--- src/rtl/hazard_forward_unit.sv ---
// Decode-stage dependency unit: latches one instruction per cycle, tracks older destinations,
// and produces execute-stage forwarding selects plus a one-bubble load-use stall.
module hazard_forward_unit #(
  parameter int unsigned OP_W  = 5,
  parameter int unsigned REG_W = 5,
  parameter int unsigned DEPTH = 3,
  parameter int unsigned SEL_W = 3,
  parameter int unsigned CNT_W = 16
) (
  input  logic             clk,
  input  logic             reset,
  input  logic             in_valid,
  output logic             in_ready,
  input  logic [OP_W-1:0]  in_op,
  input  logic [REG_W-1:0] in_rd,
  input  logic [REG_W-1:0] in_rs_a,
  input  logic [REG_W-1:0] in_rs_b,
  input  logic             in_use_a,
  input  logic             in_use_b,
  input  logic             in_wr_en,
  input  logic             in_is_load,
  input  logic             flush,
  output logic             dec_valid,
  output logic [OP_W-1:0]  dec_op,
  output logic [REG_W-1:0] dec_rd,
  output logic [SEL_W-1:0] sel_a,
  output logic [SEL_W-1:0] sel_b,
  output logic             stall,
  output logic [CNT_W-1:0] stall_cnt
);

  typedef struct packed {
    logic             valid;
    logic [OP_W-1:0]  op;
    logic [REG_W-1:0] rd;
    logic [REG_W-1:0] rs_a;
    logic [REG_W-1:0] rs_b;
    logic             use_a;
    logic             use_b;
    logic             wr_en;
    logic             is_load;
  } dec_t;

  // Load flag is not kept per history entry: only the decode slot can raise a stall.
  typedef struct packed {
    logic             v;
    logic [REG_W-1:0] rd;
  } hist_t;

  dec_t             dec_q, dec_d;
  hist_t            hist_q [DEPTH];
  hist_t            hist_d [DEPTH];
  logic [CNT_W-1:0] cnt_q, cnt_d;
  logic             haz;

  // Load-use hazard between the incoming instruction and a load sitting in decode.
  always_comb begin
    haz = 1'b0;
    if (in_valid && dec_q.valid && dec_q.is_load && dec_q.wr_en && (dec_q.rd != '0)) begin
      haz = (in_use_a && (in_rs_a == dec_q.rd)) || (in_use_b && (in_rs_b == dec_q.rd));
    end
  end

  assign stall    = reset & haz & ~flush;
  assign in_ready = reset & ~haz & ~flush;

  // Forwarding selects: scan oldest to youngest so the nearest match overwrites.
  always_comb begin
    sel_a = '0;
    sel_b = '0;
    for (int k = int'(DEPTH) - 1; k >= 0; k--) begin
      if (hist_q[k].v && (hist_q[k].rd == dec_q.rs_a)) sel_a = SEL_W'(k + 1);
      if (hist_q[k].v && (hist_q[k].rd == dec_q.rs_b)) sel_b = SEL_W'(k + 1);
    end
    if (!reset || !dec_q.valid || !dec_q.use_a || (dec_q.rs_a == '0)) sel_a = '0;
    if (!reset || !dec_q.valid || !dec_q.use_b || (dec_q.rs_b == '0)) sel_b = '0;
  end

  // Next-state: decode register, history shift, saturating stall counter.
  always_comb begin
    dec_d = '0;
    if (!flush && in_valid && in_ready) begin
      dec_d.valid   = 1'b1;
      dec_d.op      = in_op;
      dec_d.rd      = in_rd;
      dec_d.rs_a    = in_rs_a;
      dec_d.rs_b    = in_rs_b;
      dec_d.use_a   = in_use_a;
      dec_d.use_b   = in_use_b;
      dec_d.wr_en   = in_wr_en;
      dec_d.is_load = in_is_load;
    end

    hist_d[0].v  = dec_q.valid & dec_q.wr_en & (dec_q.rd != '0);
    hist_d[0].rd = dec_q.rd;
    for (int k = 1; k < int'(DEPTH); k++) begin
      hist_d[k] = hist_q[k-1];
    end

    cnt_d = cnt_q;
    if (stall && (cnt_q != '1)) cnt_d = cnt_q + CNT_W'(1);
  end

  always_ff @(posedge clk) begin
    if (!reset) begin
      dec_q <= '0;
      cnt_q <= '0;
      for (int k = 0; k < int'(DEPTH); k++) begin
        hist_q[k] <= '0;
      end
    end else begin
      dec_q <= dec_d;
      cnt_q <= cnt_d;
      for (int k = 0; k < int'(DEPTH); k++) begin
        hist_q[k] <= hist_d[k];
      end
    end
  end

  assign dec_valid = dec_q.valid;
  assign dec_op    = dec_q.op;
  assign dec_rd    = dec_q.rd;
  assign stall_cnt = cnt_q;

endmodule
--- config.mk ---
export PLATFORM = sky130hd
export DESIGN_NAME = hazard_forward_unit
export DESIGN_NICKNAME = d
export VERILOG_FILES = /design/src/rtl/hazard_forward_unit.sv
export SDC_FILE = /design/constraint.sdc
export NUM_CORES = 1
export LEC_CHECK = 0
export ABC_AREA = 0
export BUFFER_PORTS_ARGS = -buffer_cell sky130_fd_sc_hd__buf_2
export CAP_MARGIN = 20
export CORE_UTILIZATION = 53
export CTS_CLUSTER_DIAMETER = 120
export CTS_CLUSTER_SIZE = 16
export DETAILED_ROUTE_END_ITERATION = 12
export GPL_TIMING_DRIVEN = 1
export MAX_ROUTING_LAYER = met4
export PLACE_DENSITY_LB_ADDON = 0.08
export SLEW_MARGIN = 10
export SYNTH_ARGS = -nofsm -noshare
export SYNTH_HDL_FRONTEND = slang
export SYNTH_SLANG_ARGS = --single-unit
--- constraint.sdc ---
create_clock -name clk -period 2.6 [get_ports clk]
set_input_delay 0.26 -clock clk [delete_from_list [all_inputs] [get_ports clk]]
set_output_delay 0.26 -clock clk [all_outputs]
set_load 0.02 [all_outputs]
# [Word level (Yosys, flattened, before mapping)]
# Memories as Yosys holds them, arrays and structs flattened.
# Index checks and enable logic that the tools add are counted.
[op_classes] n_addsub=1 eq_ne=9 mux=15 n_bitwise=11 n_reduce_logical=30
[op_table] operator="$eq A5 B5 Y1" count=8
[op_table] operator="$mux W25" count=1
[op_table] operator="$mux W3" count=6
[op_table] operator="$mux W6" count=3
[op_table] operator="$add A16 B1 Y16 const B" count=1
[op_table] operator="$ne A16 B16 Y1 const B" count=1
[op_table] operator="$logic_and A1 B1 Y1" count=15
[op_table] operator="$logic_not A5 Y1" count=2
[op_table] operator="$and A1 B1 Y1" count=6
[op_table] operator="$logic_or A1 B1 Y1" count=6
[op_table] operator="$logic_not A1 Y1" count=5
[op_table] operator="$reduce_bool A5 Y1" count=1
[op_table] operator="$mux W2" count=2
[op_table] operator="$mux W1" count=3
[op_table] operator="$or A1 B1 Y1" count=3
[op_table] operator="$not A1 Y1" count=2
[op_table] operator="$reduce_and A2 Y1" count=1
[word_totals] reg_bits=41 ram_bits=18 input_bits=28 out_inout_bits=35 n_memories=1
[mem_list] name="hist_q" words=3 word_bits=6 read_ports=3 rd_ports_with_merged_regs=0 write_ports=3 line_no="51" text="hist_t hist_q [DEPTH];"

# [Logic depth before layout (Yosys ltp)]
[logic_depth] word_depth=10 mapped_depth=8 mapped_depth_nobuf=6

# [Least setup slack after synthesis]
# Ideal clock, no wire load.
[synth_path] kind="reg2reg" startpoint="register cnt_q[0] (netlist: stall_cnt[0])" endpoint="register cnt_q[1] (netlist: stall_cnt[1])" arrival_ns=1.887 t_required_ns=2.480 setup_slack_ns=0.593 stages_incl_launch_ff=9 path_cell_list="dfxtp_1 -> ha_1 -> nand2_1 -> or2_2 -> o311ai_2 -> buf_6 -> buf_6 -> nor2_1 -> mux2i_1"
[synth_via] elab_chain_len=2 word_cells_on_any_way=3
[synth_lines] element="start, declared" line_no="53" text="logic [CNT_W-1:0] cnt_q, cnt_d;"
[synth_lines] element="start signal, assigned" line_no="113" text="cnt_q <= cnt_d;"
[synth_lines] element="parallel branches: the longest is 2 deep, another holds $add A16 B1 Y16"
# Several ways; the timed one is not identified.
# A chain may end at the register's enable or synchronous reset.

# [Worst setup path in the final report]
[layout_path] startpoint="register dec_q (netlist bit dec_rd[0])" endpoint="output port in_ready"
[layout_via] elab_chain_len=7 word_cells_on_any_way=11
[layout_lines] element="start, declared" line_no="50" text="dec_t dec_q, dec_d;"
[layout_lines] element="start signal, assigned" line_no="106" text="dec_q <= '0;"
[layout_lines] element="start signal, assigned" line_no="112" text="dec_q <= dec_d;"
[layout_lines] element="$eq A5 B5 Y1" line_no="60" text="haz = (in_use_a && (in_rs_a == dec_q.rd)) || (in_use_b && (in_rs_b == dec_q.rd));"
[layout_lines] element="$logic_and A1 B1 Y1" line_no="60"
[layout_lines] element="$logic_or A1 B1 Y1" line_no="60"
[layout_lines] element="$mux W1 *" line_no="59" text="if (in_valid && dec_q.valid && dec_q.is_load && dec_q.wr_en && (dec_q.rd != '0)) begin"
[layout_lines] element="$not A1 Y1 *" line_no="65" text="assign in_ready = reset & ~haz & ~flush;"
[layout_lines] element="$and A1 B1 Y1 * (2 in a row)" line_no="65"
[layout_lines] element="end, declared" line_no="13" text="output logic in_ready,"
# Mark *: on every way between the ends. The rest lies on a longest branch, timed or not.

==> flow_summary.yaml <==
detailed_routing:
  num_vias: 2205
  dr_wl_met2_mm: 2.579
  top_layer_used: "met4"
  dr_wl_met3_um: 338
  drt-vias-per-instance: 5.326
  drt-met1-wl_mm: 2.845
  drt-total-wl_mm: 5.881
  drtPass1Iterations: 4
  drc: 0
  antenna_left: 0
  drt_iter0_drc: 152
  wl_per_cell_um: 14.21
pwr:
  sw_frac_of_total_pct: 22.07
  pwr_density_cell_nw_per_um2: 621.7
  p_int_mw: 1.557
  seq_power_share_pct: 46.6
  combPwrFrac_pct: 5.9
  peakVddDrop_uv: 558.6
  leakage_nw: 1.498
  switching_power_uw: 441.1
  p_clk_share_pct: 47.5
timing:
  maxSlewHeadroom_pct: 57.59
  setup_viol: 0
  worst_pin_slew_ns: 0.6303
  hold_viol_final: 0
  min_period_over_period_pct: 92.64
  finClkSkew_ns: 0.005865
  finalWorstSetupSlack_ns: 0.1913
  rsz0062_at_grt: "no"
  finalSetupTns_ns: 0
  slew_violations: 0
  period_needed_ns: 2.409
  fmax_mhz: 415.2
  hold_slack_ns: 0.1497
outcome:
  status: "finished clean"
synthesis:
  synth-edff-count: 0
  ys.flop_type: "dfxtp_1"
  synth.most_common_cell: "dfxtp_1"
  synth_top_area_share_pct: 43.38
  synth-seq-cells: 59
  synth_top_cell_by_area: "dfxtp_1"
  yosysSeqAreaShare_pct: 43.38
  yosys.cell_types.count: 38
  synth.cell_area_um2: 2723
  ys_top_cells_by_count: "dfxtp_1 (59), and3_1 (29), xor2_1 (24), and2_1 (18)"
  ys_warn_count: 0
  avgSynthCellArea_um2: 9.454
  syn_inst: 288
  async_reset_ff_share_pct: 0
  synth_area_leaders: "dfxtp_1 (43%), xor2_1 (7.7%), and3_1 (6.7%)"
clocking:
  clk_pin_slew_ns: 0.07
  cts_resized: 0
  htree_levels: 3
  postCtsSetupRepairBufs: 0
  cts_buffers: 9
  hold_buffers: 0
  clock_sinks: 59
  clk_latency_ns: 0.34
  cts-root-buf: "clkbuf_8"
  cts_tree: "yes"
  cts.path.max_buffers: 2
placed_design:
  io_buffers: 60
  gp_congestion: 0.8468
  dp_hpwl_mm: 4.235
  place_inst: 398
  pre_cts_ws_ns: 0.5640
worst_setup_path:
  r2r_setup_slack_ns: 0.55
  arrival_ns: 2.15
  r2r-end: "dec_rd[0]"
  crit_required_ns: 2.34
  start_kind: "flop"
  end_kind: "output port"
  r2r_cells: 5
  cp_max_fo: 13
  r2r_start: "dec_rd[0]"
  setup.worst_path.class: "flop to output port"
global_routing:
  grt_max_degree: 28
  grt_usage_pct: 24.68
  grt_pass1_wl_mm: 9.584
  grt_pass1_vias: 2107
  grt_overflow_total: 0
  antenna_found_initial: 0
final_layout:
  final_nets: 371
  area_growth_pct: 18.06
  diodes: 0
  instances_no_fill: 414
  drive_above_1_share_pct: 25.65
die:
  chipWidth_um: 73.67
  pin_count: 63
  die_h_um: 73.67
  start_util_pct: 56.52
  dieArea_um2: 5427
  rows: 25
  core_um2: 4817
hold_path:
  hold_start: "in_rd[4]"
  hold_path_end: "dec_rd[4]"
  hold_class: "input pin to flop"
  hold_depth: 2
job:
  drv_cap: 0
[critical path, cell delays in order (launching register included)]
cell and delay [ns]:
dfxtp_1 0.36, nor4_1 0.60, a21oi_4 0.19, a21oi_2 0.42
buf_2 0.25
[registers in the layout, indices dropped and copies added, names as in the netlist]
signal     count
dec_rd         5
hist_q        18
stall_cnt     16
dec_q         14
dec_op         5
dec_valid      1
[layout make-up]
type                       count  area [um^2]
sequential                    59         1181
inverter                       5        18.77
clock buffer                  11        151.4
timing repair buffer          65        337.8
clock inverter                 5        75.07
tap                           67        83.83
fill                         431         1603
multi-input combinational    202         1366
[cells in the final DEF, fill, tap and decap left out]
cell type / instances
and4_2: 1
xnor2_1: 16
conb_1: 2
a21oi_1: 16
o22a_2: 1
or2_2: 2
xor2_1: 24
buf_4: 5
o2111ai_1: 2
o21ai_0: 1
o31ai_1: 11
a21oi_2: 1
nor4_1: 9
nand3b_1: 1
mux2i_1: 3
clkinv_2: 3
or4_1: 12
or3_1: 1
or2b_1: 3
inv_1: 5
and2_1: 18
bufinv_16: 2
o211ai_1: 1
or4b_1: 1
o311ai_2: 1
nor3_1: 5
dfxtp_1: 59
nor2b_1: 2
nand4_1: 5
nand2_1: 10
o22ai_1: 1
a31o_2: 1
nand3_1: 13
clkbuf_8: 11
nor2_1: 7
ha_1: 1
and3_1: 29
buf_2: 60
a21oi_4: 1
[stage by stage]
stage | utilization [%] | area [um^2] | power [mW]
after floorplan | - | 2726 | 1.027
after global placement | 62.03 | 2988 | 1.067
after detailed placement | 62.03 | 2988 | 1.069
after CTS | 66.73 | 3214 | 2.007
after global routing | 66.73 | 3214 | 2.062
final | 66.73 | 3214 | 1.998
[metal layers]
metal,track usage (%),vias up
li1,-,1126
met1,32.27,994
met2,35.88,74
met3,6.584,11
met4,10.47,0
met5,-,-
[power by group through the flow]
stage                     Clock (mW)  Sequential, mW  Combinational (mW)
after floorplan                    0           0.949              0.0788
after global placement             0           0.952               0.116
after detailed placement           0           0.952               0.117
after CTS                      0.958           0.932               0.117
after global routing            1.00           0.933               0.128
final                          0.949           0.932               0.117
[worst max-delay path by stage]
| stage | to | slack, ns | startpoint | cells after the start |
|---|---|---|---|---|
| 2_1_floorplan | stall_cnt[1] | 0.59 | stall_cnt[0] | 8 |
| 4_1_cts | in_ready | 0.20 | dec_rd[0] | 4 |
| 3_5_place_dp | in_ready | 0.56 | dec_rd[0] | 4 |
| 5_1_grt | in_ready | 0.06 | dec_rd[0] | 4 |
| 6_report | in_ready | 0.19 | dec_rd[0] | 4 |
| 3_3_place_gp | in_ready | 0.59 | dec_rd[0] | 4 |
[kinds of logic after synthesis]
family	Yosys count	synth area share [%]
xor+xnor	40	12.87
mux	3	1.103
other cells	1	0.1377
fa+ha+maj	1	0.4595
simple gates	119	25.97
compound gates	37	9.514
flops	59	43.38
buf+inv	28	6.572
Power figures use the tool's default switching activity.
